===== config.mk =====
export PLATFORM = sky130hd
export DESIGN_NAME = regfile_wr_arbiter
export DESIGN_NICKNAME = d
export VERILOG_FILES = /design/src/rtl/regfile_wr_arbiter.sv
export SDC_FILE = /design/constraint.sdc
export NUM_CORES = 1
export LEC_CHECK = 0
export BUFFER_PORTS_ARGS = -buffer_cell sky130_fd_sc_hd__buf_4
export CORE_ASPECT_RATIO = 1.75
export CORE_MARGIN = 3
export CORE_UTILIZATION = 30
export CTS_BUF_LIST = sky130_fd_sc_hd__clkbuf_16
export DETAILED_ROUTE_END_ITERATION = 10
export GPL_TIMING_DRIVEN = 0
export HOLD_SLACK_MARGIN = 0.05
export PLACE_DENSITY_LB_ADDON = 0.25
export RECOVER_POWER = 100
export REMOVE_ABC_BUFFERS = 1
export SLEW_MARGIN = 10
export SYNTH_ARGS = -nofsm -noshare
export SYNTH_HDL_FRONTEND = slang
export SYNTH_SLANG_ARGS = --single-unit

===== constraint.sdc =====
create_clock -name clk -period 2 [get_ports clk]
set_clock_uncertainty 0.1 [all_clocks]
set_input_delay 0 -clock clk [delete_from_list [all_inputs] [get_ports clk]]
set_output_delay 0 -clock clk [all_outputs]
set_load 0.05 [all_outputs]

===== src/rtl/regfile_wr_arbiter.sv =====
// Round-robin arbiter sharing the register_file write port between the ALU (req0)
// and load (req1) writeback paths, with a registered output stage and RAW hazard flags.
module regfile_wr_arbiter #(
    parameter int DATA_WIDTH = 32,
    parameter int ADDR_WIDTH = 5,
    parameter int CNT_WIDTH  = 16
) (
    input  logic                  clk,
    input  logic                  rst,
    input  logic                  req0_valid,
    output logic                  req0_ready,
    input  logic [ADDR_WIDTH-1:0] req0_reg,
    input  logic [DATA_WIDTH-1:0] req0_data,
    input  logic                  req1_valid,
    output logic                  req1_ready,
    input  logic [ADDR_WIDTH-1:0] req1_reg,
    input  logic [DATA_WIDTH-1:0] req1_data,
    output logic                  wr_en,
    output logic [ADDR_WIDTH-1:0] wr_reg,
    output logic [DATA_WIDTH-1:0] wr_data,
    input  logic [ADDR_WIDTH-1:0] rd_reg_1,
    input  logic [ADDR_WIDTH-1:0] rd_reg_2,
    output logic                  hazard_1,
    output logic                  hazard_2,
    output logic [CNT_WIDTH-1:0]  x0_drop_cnt
);

    // Handshake: a write transfers when reqN_valid && reqN_ready at a rising edge;
    // ready is combinational, never high for both requesters, and low during reset.
    logic                  r_last_grant;
    logic                  r_wr_en;
    logic [ADDR_WIDTH-1:0] r_wr_reg;
    logic [DATA_WIDTH-1:0] r_wr_data;
    logic [CNT_WIDTH-1:0]  r_x0_cnt;

    logic                  w_grant0;
    logic                  w_grant1;
    logic                  w_xfer;
    logic [ADDR_WIDTH-1:0] w_acc_reg;
    logic [DATA_WIDTH-1:0] w_acc_data;
    logic                  w_acc_x0;
    logic                  w_wr_en;

    // On conflict the requester not granted last time wins; last_grant resets to 1.
    assign w_grant0   = !rst && req0_valid && (!req1_valid || r_last_grant);
    assign w_grant1   = !rst && req1_valid && (!req0_valid || !r_last_grant);
    assign w_xfer     = w_grant0 || w_grant1;
    assign w_acc_reg  = w_grant0 ? req0_reg  : req1_reg;
    assign w_acc_data = w_grant0 ? req0_data : req1_data;
    assign w_acc_x0   = (w_acc_reg == '0);

    always_ff @(posedge clk) begin
        if (rst) begin
            r_last_grant <= 1'b1;
            r_wr_en      <= 1'b0;
            r_wr_reg     <= '0;
            r_wr_data    <= '0;
            r_x0_cnt     <= '0;
        end else if (w_xfer) begin
            r_last_grant <= w_grant1;
            r_wr_en      <= !w_acc_x0;
            r_wr_reg     <= w_acc_reg;
            r_wr_data    <= w_acc_data;
            if (w_acc_x0 && (r_x0_cnt != '1)) begin
                r_x0_cnt <= r_x0_cnt + 1'b1;
            end
        end else begin
            r_wr_en <= 1'b0;
        end
    end

    // Gating with rst keeps an in-flight write from committing at the reset edge.
    assign w_wr_en = r_wr_en && !rst;

    assign req0_ready  = w_grant0;
    assign req1_ready  = w_grant1;
    assign wr_en       = w_wr_en;
    assign wr_reg      = r_wr_reg;
    assign wr_data     = r_wr_data;
    assign x0_drop_cnt = r_x0_cnt;
    assign hazard_1    = w_wr_en && (rd_reg_1 == r_wr_reg) && (rd_reg_1 != '0);
    assign hazard_2    = w_wr_en && (rd_reg_2 == r_wr_reg) && (rd_reg_2 != '0);

endmodule


* After elaboration in Yosys (flattened, before gate mapping)
Index checks and enable logic that the tools add are counted.
Cells by class: add/subtract/negate cells 1, eq/ne operators 3, mux-type cells 2, bitwise logic cells 1, reductions and logical operators 23
Operators by type and width (count):
- two-way mux 32 bit | 1
- adder 16 x 1 -> 16 bit, second input constant | 1
- inequality test 16 bit, second input constant | 1
- == test 5 bit | 2
- logical AND 1 bit | 10
- nonzero test 5 bit | 2
- logical NOT 1 bit | 5
- logical NOT 5 bit | 1
- two-way mux 5 bit | 1
- logical OR 1 bit | 3
- AND reduction 2 bit | 1
- OR reduction 2 bit | 1
- NOT 1 bit | 1
Storage, ports and cells: flip-flop bits (word level) 55, input bits 88, output and inout bits 58, word-level logic and storage cells 35

* Depth between registers and ports, before layout
Gate-level depths: netlist of run 1.
depth after elaboration 7, gate-level depth with buffers 7, depth with buffers taken out 5

* Worst setup path after synthesis of run 1
OpenSTA, ideal clock, no wires.
kind register to output, start reg r_wr_reg[0] (netlist: wr_reg[0]), end out hazard_1, arrival time 2.606 ns, required time 1.900 ns, path slack -0.706 ns, cell stages (with the launch flop) 5, buffers on the path 0, path through dfxtp_1 -> nor4_1 -> nor3_1 -> a21oi_1 -> nor4_1
On the way: cells in the longest elaborated chain, start to end 3
RTL lines:
- from (decl) | RTL line 32 | logic [ADDR_WIDTH-1:0] r_wr_reg;
- from (signal assigned) | RTL line 62 | r_wr_reg <= w_acc_reg;
- == test 5 bit | RTL line 81 | assign hazard_1 = w_wr_en && (rd_reg_1 == r_wr_reg) && (rd_reg_1 != '0);
- logical AND 1 bit (2 in series) | RTL line 81
- to (decl) | RTL line 23 | output logic hazard_1,
Every way passes these cells.

* Final worst setup path of run 1
start reg r_last_grant, end reg r_wr_en
On the way: cells in the longest elaborated chain, start to end 6, elaborated cells on any way between the ends 11, those cells by class mux: 1; bitwise: 1; reduce/logical: 9
RTL lines:
- from (decl) | RTL line 30 | logic r_last_grant;
- from (signal assigned) | RTL line 60 | r_last_grant <= w_grant1;
- parallel branches: the longest is 6 deep, another holds two-way mux 5 bit
- to (signal assigned) | RTL line 61 | r_wr_en <= !w_acc_x0;
- to (decl) | RTL line 31 | logic r_wr_en;
Several ways; the timed one is not identified. A chain may end at the register's enable or synchronous reset.

==> results of run 1 <==
## metrics by stage
stage / cells / util (%) / instance area, um2 / power (mW) / hold slack (ps)
final: 641 / 54.7 / 4830 / 2.84 / 163
after global routing: 641 / 54.7 / 4830 / 2.98 / 196
after CTS: 632 / 55.6 / 4920 / 2.91 / 83.3
after detailed placement: 544 / 44.8 / 3960 / 1.94 / 126
after global placement: 539 / 44.1 / 3890 / 1.95 / 119
after floorplan: 277 / - / 2660 / 1.65 / -30.9
## kinds of logic after synthesis
logic type | after synthesis | share of synthesized area (%)
and+or+nand+nor | 100 | 19.9
AOI/OAI and AO/OA | 66 | 17.4
DFF | 55 | 39.9
muxes | 42 | 15.5
buffers and inverters | 28 | 4.31
xor gates and xnor gates | 8 | 2.54
adders and majority gates | 1 | 0.453
## worst reg2reg max path, cell delays in order (launching register included)
cell and delay [ps]:
dfxtp_2 340, nor2b_4 140, nor3b_4 60, buf_4 170, buf_6 140, o311a_1 320, dlygate4sd3_1 550
## layer usage
metal  wire (um)  part of all wire [%]
met5           0                     0
met4         263                   2.8
met3         433                   4.6
met2        5320                    57
met1        3370                    36
## power by group through the flow
stage	clock network [mW]	registers, mW	logic (mW)
after global placement	0	1.22	0.723
final	0.831	1.20	0.807
after CTS	0.870	1.20	0.838
after detailed placement	0	1.22	0.718
after global routing	0.907	1.21	0.867
after floorplan	0	1.43	0.224
## worst paths after layout
| kind | from | endpoint | slack, ps | depth (start not counted) |
|---|---|---|---|---|
| max | r_last_grant$_SDFFE_PP1P_ | r_wr_en$_SDFF_PP0_ | 60 | 6 |
| min | rst | x0_drop_cnt[2]$_SDFFE_PP0P_ | 160 | 2 |
| max reg2reg | r_last_grant$_SDFFE_PP1P_ | r_wr_en$_SDFF_PP0_ | 60 | 6 |
| min reg2reg | x0_drop_cnt[4]$_SDFFE_PP0P_ | x0_drop_cnt[4]$_SDFFE_PP0P_ | 400 | 2 |
## cells in the final DEF, fill, tap and decap left out, types with 3 or more instances in the layout
cell / n
a211oi_1: 37
a21oi_1: 13
buf_4: 103
clkbuf_1: 53
clkbuf_16: 5
dfxtp_1: 46
dfxtp_2: 8
dlygate4sd3_1: 77
inv_1: 7
mux2_1: 5
mux2i_1: 37
nand2_1: 5
nand3_1: 8
nand4_1: 5
nor2_1: 45
nor2b_1: 5
nor4_1: 3
nor4_2: 3
o31ai_1: 7
or4_1: 9
xnor2_1: 6
## what timing repair did
action	CTS	global route
gates resized for setup	9	13
endpoints found under the hold margin	39	1
gates cloned	0	1
setup endpoints to repair	35	33
buffers inserted	5	5
pin swaps	3	5
hold buffers	76	2
## area by class of cell
type	count	area, um2	share of cell area, %
Timing Repair Buffer	237	1800	37.2
Clock buffer	5	125	2.59
Clock inverter	3	12.5	0.259
Multi-Input combinational cell	218	1620	33.4
Antenna cell	1	2.50	0.0518
Sequential cell	55	1110	23.1
Tap cell	117	146	3.03
Inverter	5	18.8	0.388
==> reports/results.txt, run 1 <==
TritonCTS clock tree: done
I/O Pins: 146
Max incr delay on CP: 550 ps
Mapped cell area: 2760 um2
Unique masters post-synth: 38
Slew @ Worst Pin: 706 ps
Synth Flop Type: dfxtp_1
Initial Util: 31.2%
Final Net Count: 611
Vias in the first global route: 3142
Grt total ovfl: 0
CP top delay family: buffers and inverters
Count leader, synth: dfxtp_1
Clock power frac: 29.3%
Met2 Use GR: 32.9%
Synth top cells by count: dfxtp_1 (55), nor2_1 (46), a211oi_1 (37), mux2i_1 (37), clkbuf_1 (15)
Seq/Total Area, Yosys: 39.9%
Setup TNS: 0 ps
Combinational power share: 28.5%
Post-synth EDFFs: 0
Residual DRC: 0
Worst Path Arrival: 2010 ps
Fill cell count: 847
Drt first pass iters: 4
Die W: 78.5 um
GRT Total Usage: 17.5%
Crit Path Max Fanout: 9
Syn-to-layout area delta: 75.2%
First-pass GRT wire length: 14.8 mm
Top cells by area, synth: dfxtp_1 (40%), mux2i_1 (13%), a211oi_1 (10%)
CTS max path bufs: 2
Post-layout min period: 1940 ps
Gpl congestion: 0.795
LEAKAGE: 1.92 nW
Synth top area share: 39.9%
CP max-delay cell: dlygate4sd3_1
Share of cells above drive strength 1: 26.8%
Port Buffers: 145
Syn_area_per_cell: 9.20 um2
Final setup violation count: 0
Final WL: 9.38 mm
Final max-slew violation count: 0
Via count: 3188
Bufs and invs on worst path: 3
Total number of H-tree levels: 2
Post-DP HPWL: 5.92 mm
Crit path kind: reg -> reg
Max reg flops: 32
Crit start category: flip-flop
Top cell type by total area after synthesis: dfxtp_1
Max_slew headroom: 52.9%
CORE AREA: 8840 um2
Status: completed
VDD IR max: 0.000324 V
Die Area: 10400 um2
Int Pwr: 1.96 mW
Unrepaired setup endpoints after global routing: true
GR Util met3: 3.54%
Sequential share of power: 42.3%
Power density cells: 587 nW/um2
CTS Buf Count: 5
Global routing's busiest layer: met2
Period utilisation layout: 96.8%
Largest net degree at the start of global routing: 63
CTS Sinks: 55
Setup ws final: 63.2 ps
# Max-Cap Violations: 0
CP Cell Sequence: nor2b_4 -> nor3b_4 -> buf_4 -> buf_6 -> o311a_1 -> dlygate4sd3_1
Worst hold path class: in -> reg
Synth Instances: 300
Root Buffer: clkbuf_16
Post-route ant nets: 0
Pre-CTS setup slack: -762 ps
Initial antenna violation count: 1
Warnings, synthesis: 0
Vias per Instance: 4.97
Ys async rst share: 0%
Switch share: 30.8%
Clock Latency Late Sink: 290 ps
Max Fclk: 516 MHz
Die Span Y: 133 um
Sw power: 0.873 mW
Cell Rows: 45
CTS clk-pin slew, worst paths: 60 ps
M1 GR Usage: 17.9%
Yosys reg bits: 55
Crit path capture type: flip-flop
Req. time, crit path: 2070 ps
Hold Fails Final Rpt: 0
Wire per inst: 14.6 um
Iteration-0 DRC Markers: 82
Note: power is estimated with default switching activity, not from simulation.
==> inputs of run 2 (changes only) <==
--- a/config.mk
+++ b/config.mk
@@ -8,7 +8,7 @@
 export BUFFER_PORTS_ARGS = -buffer_cell sky130_fd_sc_hd__buf_4
 export CORE_ASPECT_RATIO = 1.75
 export CORE_MARGIN = 3
-export CORE_UTILIZATION = 30
+export CORE_UTILIZATION = 25
 export CTS_BUF_LIST = sky130_fd_sc_hd__clkbuf_16
 export DETAILED_ROUTE_END_ITERATION = 10
 export GPL_TIMING_DRIVEN = 0
==> run 2 against run 1 <==
Combinational power barely moved. Cell area grew 1.5%. Sequential share of layout area is 0.31 points lower. Via count decreased by 1.7%. Critical path depth stayed put. Worst hold slack got worse by 37 ps. Cell count is 1.1% higher. Register-to-register slack improved by 40 ps. Global-route usage fell by 2.4 points. Critical endpoint is now x0_drop_cnt[8]$_SDFFE_PP0P_. Largest cell class unchanged.
==> reports/results.txt, run 2 (synthesis gave the netlist of run 1 again) <==
Post-route ant nets: 0
Vias per Instance: 4.84
Power density cells: 611 nW/um2
Drt first pass iters: 4
CTS Sinks: 55
Max_slew headroom: 49.1%
CP Cell Sequence: dlygate4sd3_1 -> buf_4 -> a211oi_4 -> a22oi_2 -> or4_1 -> a21oi_1
Gpl congestion: 0.751
CORE AREA: 10800 um2
Post-DP HPWL: 6.32 mm
R2R depth: 4
Most frequent cells in the layout: buf_4 (110), dlygate4sd3_1 (76), nor2_1 (45), dfxtp_1 (43), clkbuf_1 (40)
Share of cells above drive strength 1: 29.5%
CP max-delay cell: dlygate4sd3_1
Req. time, crit path: 2110 ps
Final core utilization: 45.6%
Vias in the first global route: 3190
Hold Path Stages: 4
# Max-Cap Violations: 0
Wire per inst: 15.0 um
Iteration-0 DRC Markers: 63
Die Span Y: 145 um
Die Area: 12400 um2
I/O Pins: 146
Die W: 85.4 um
Status: completed
Final setup violation count: 0
TritonCTS clock tree: done
Max Fclk: 512 MHz
Final max-slew violation count: 0
Setup TNS: 0 ps
Hold slack: 125 ps
CTS max path bufs: 2
Residual DRC: 0
Grt total ovfl: 0
Crit path capture type: flip-flop
Clock Latency Late Sink: 290 ps
Ant diodes: 0
First-pass GRT wire length: 15.2 mm
Unrepaired setup endpoints after global routing: true
Worst Path Arrival: 2060 ps
Crit path kind: in -> reg
Largest net degree at the start of global routing: 63
Max reg flops: 32
Design Area, Final: 4910 um2
Total number of H-tree levels: 2
Initial Util: 25.7%
Placed cell area: 3980 um2
Hold Fails Final Rpt: 0
Initial antenna violation count: 0
VDD IR max: 0.000333 V
Max incr delay on CP: 550 ps
Final WL: 9.69 mm
Syn-to-layout area delta: 77.7%
Crit Path Max Fanout: 13
Period utilisation layout: 97.7%
GRT Total Usage: 15.2%
CTS clk-pin slew, worst paths: 70 ps
Most common cell after layout, fill and taps aside: buf_4
Final Net Count: 606
LEAKAGE: 1.94 nW
Root Buffer: clkbuf_16
Via count: 3135
Port Buffers: 145
Tot Pwr: 3.00 mW
Slew @ Worst Pin: 761 ps
Crit start category: input pin
Worst hold path class: in -> reg
Post-layout min period: 1950 ps
CTS Buf Count: 5
Cell Rows: 50
[run 2: cell count changes in the layout (fill, tap and decap cells not counted), moves of 2 or more]
| cell | before | now |
|---|---|---|
| clkbuf_1 | 53 | 40 |
| buf_4 | 103 | 110 |
| dfxtp_1 | 46 | 43 |
| dfxtp_2 | 8 | 12 |
| inv_1 | 7 | 5 |
| buf_12 | 1 | 3 |
[run 2: power breakdown]
group          internal, mW  total (mW)  leakage (nW)  switching [mW]
logic                 0.353       0.810          1.40           0.456
registers              1.16        1.20         0.458          0.0417
clock network         0.591       0.990        0.0838           0.399
total                  2.10        3.00          1.94           0.897
[run 2: critical path, delay by kind of cell]
family | cells | cell delay [ps]
and+or+nand+nor | 1 | 550
buffers and inverters | 2 | 710
AOI/OAI and AO/OA | 3 | 790
[run 2: metrics by stage]
stage | setup WS [ps] | cells
CTS | 30.2 | 645
detailed placement | -653 | 557
floorplan | -5720 | 277
global route | -1.01 | 648
finish | 46.5 | 648
global placement | -6470 | 552
[run 2: area by class of cell]
class | count | area [um2]
inverter | 5 | 18.8
clock inverter | 3 | 43.8
multi-input combinational | 219 | 1620
timing repair buffer | 231 | 1820
fill | 1063 | 5850
clock buffer | 5 | 125
tap | 130 | 163
sequential | 55 | 1120
[run 2: path summary, 6_finish.rpt]
path / start / to / slack (ps)
setup / recovery: req0_valid / x0_drop_cnt[8]$_SDFFE_PP0P_ / 50
setup reg to reg: r_last_grant$_SDFFE_PP1P_ / x0_drop_cnt[8]$_SDFFE_PP0P_ / 100
hold / removal: req1_valid / r_last_grant$_SDFFE_PP1P_ / 130
hold reg to reg: wr_data[3]$_SDFFE_PP0P_ / wr_data[3]$_SDFFE_PP0P_ / 400
[run 2: timing repair]
action / in CTS / in global routing
endpoints found under the setup margin: 43 / 23
resized for setup: 11 / 10
gates cloned: 0 / 2
hold endpoints to repair: 39 / 0
pin swaps: 3 / 5
hold buffers: 76 / 0
buffers inserted: 5 / 2
[run 2: layer usage]
layer	wire [um]	up-vias	part of all wire, %	track usage, %
met5	0	-	0	0
met4	425	0	4.4	8.40
met3	402	28	4.1	2.84
met2	5600	95	58	29.4
met1	3270	1447	34	14.2
li1	-	1565	-	-
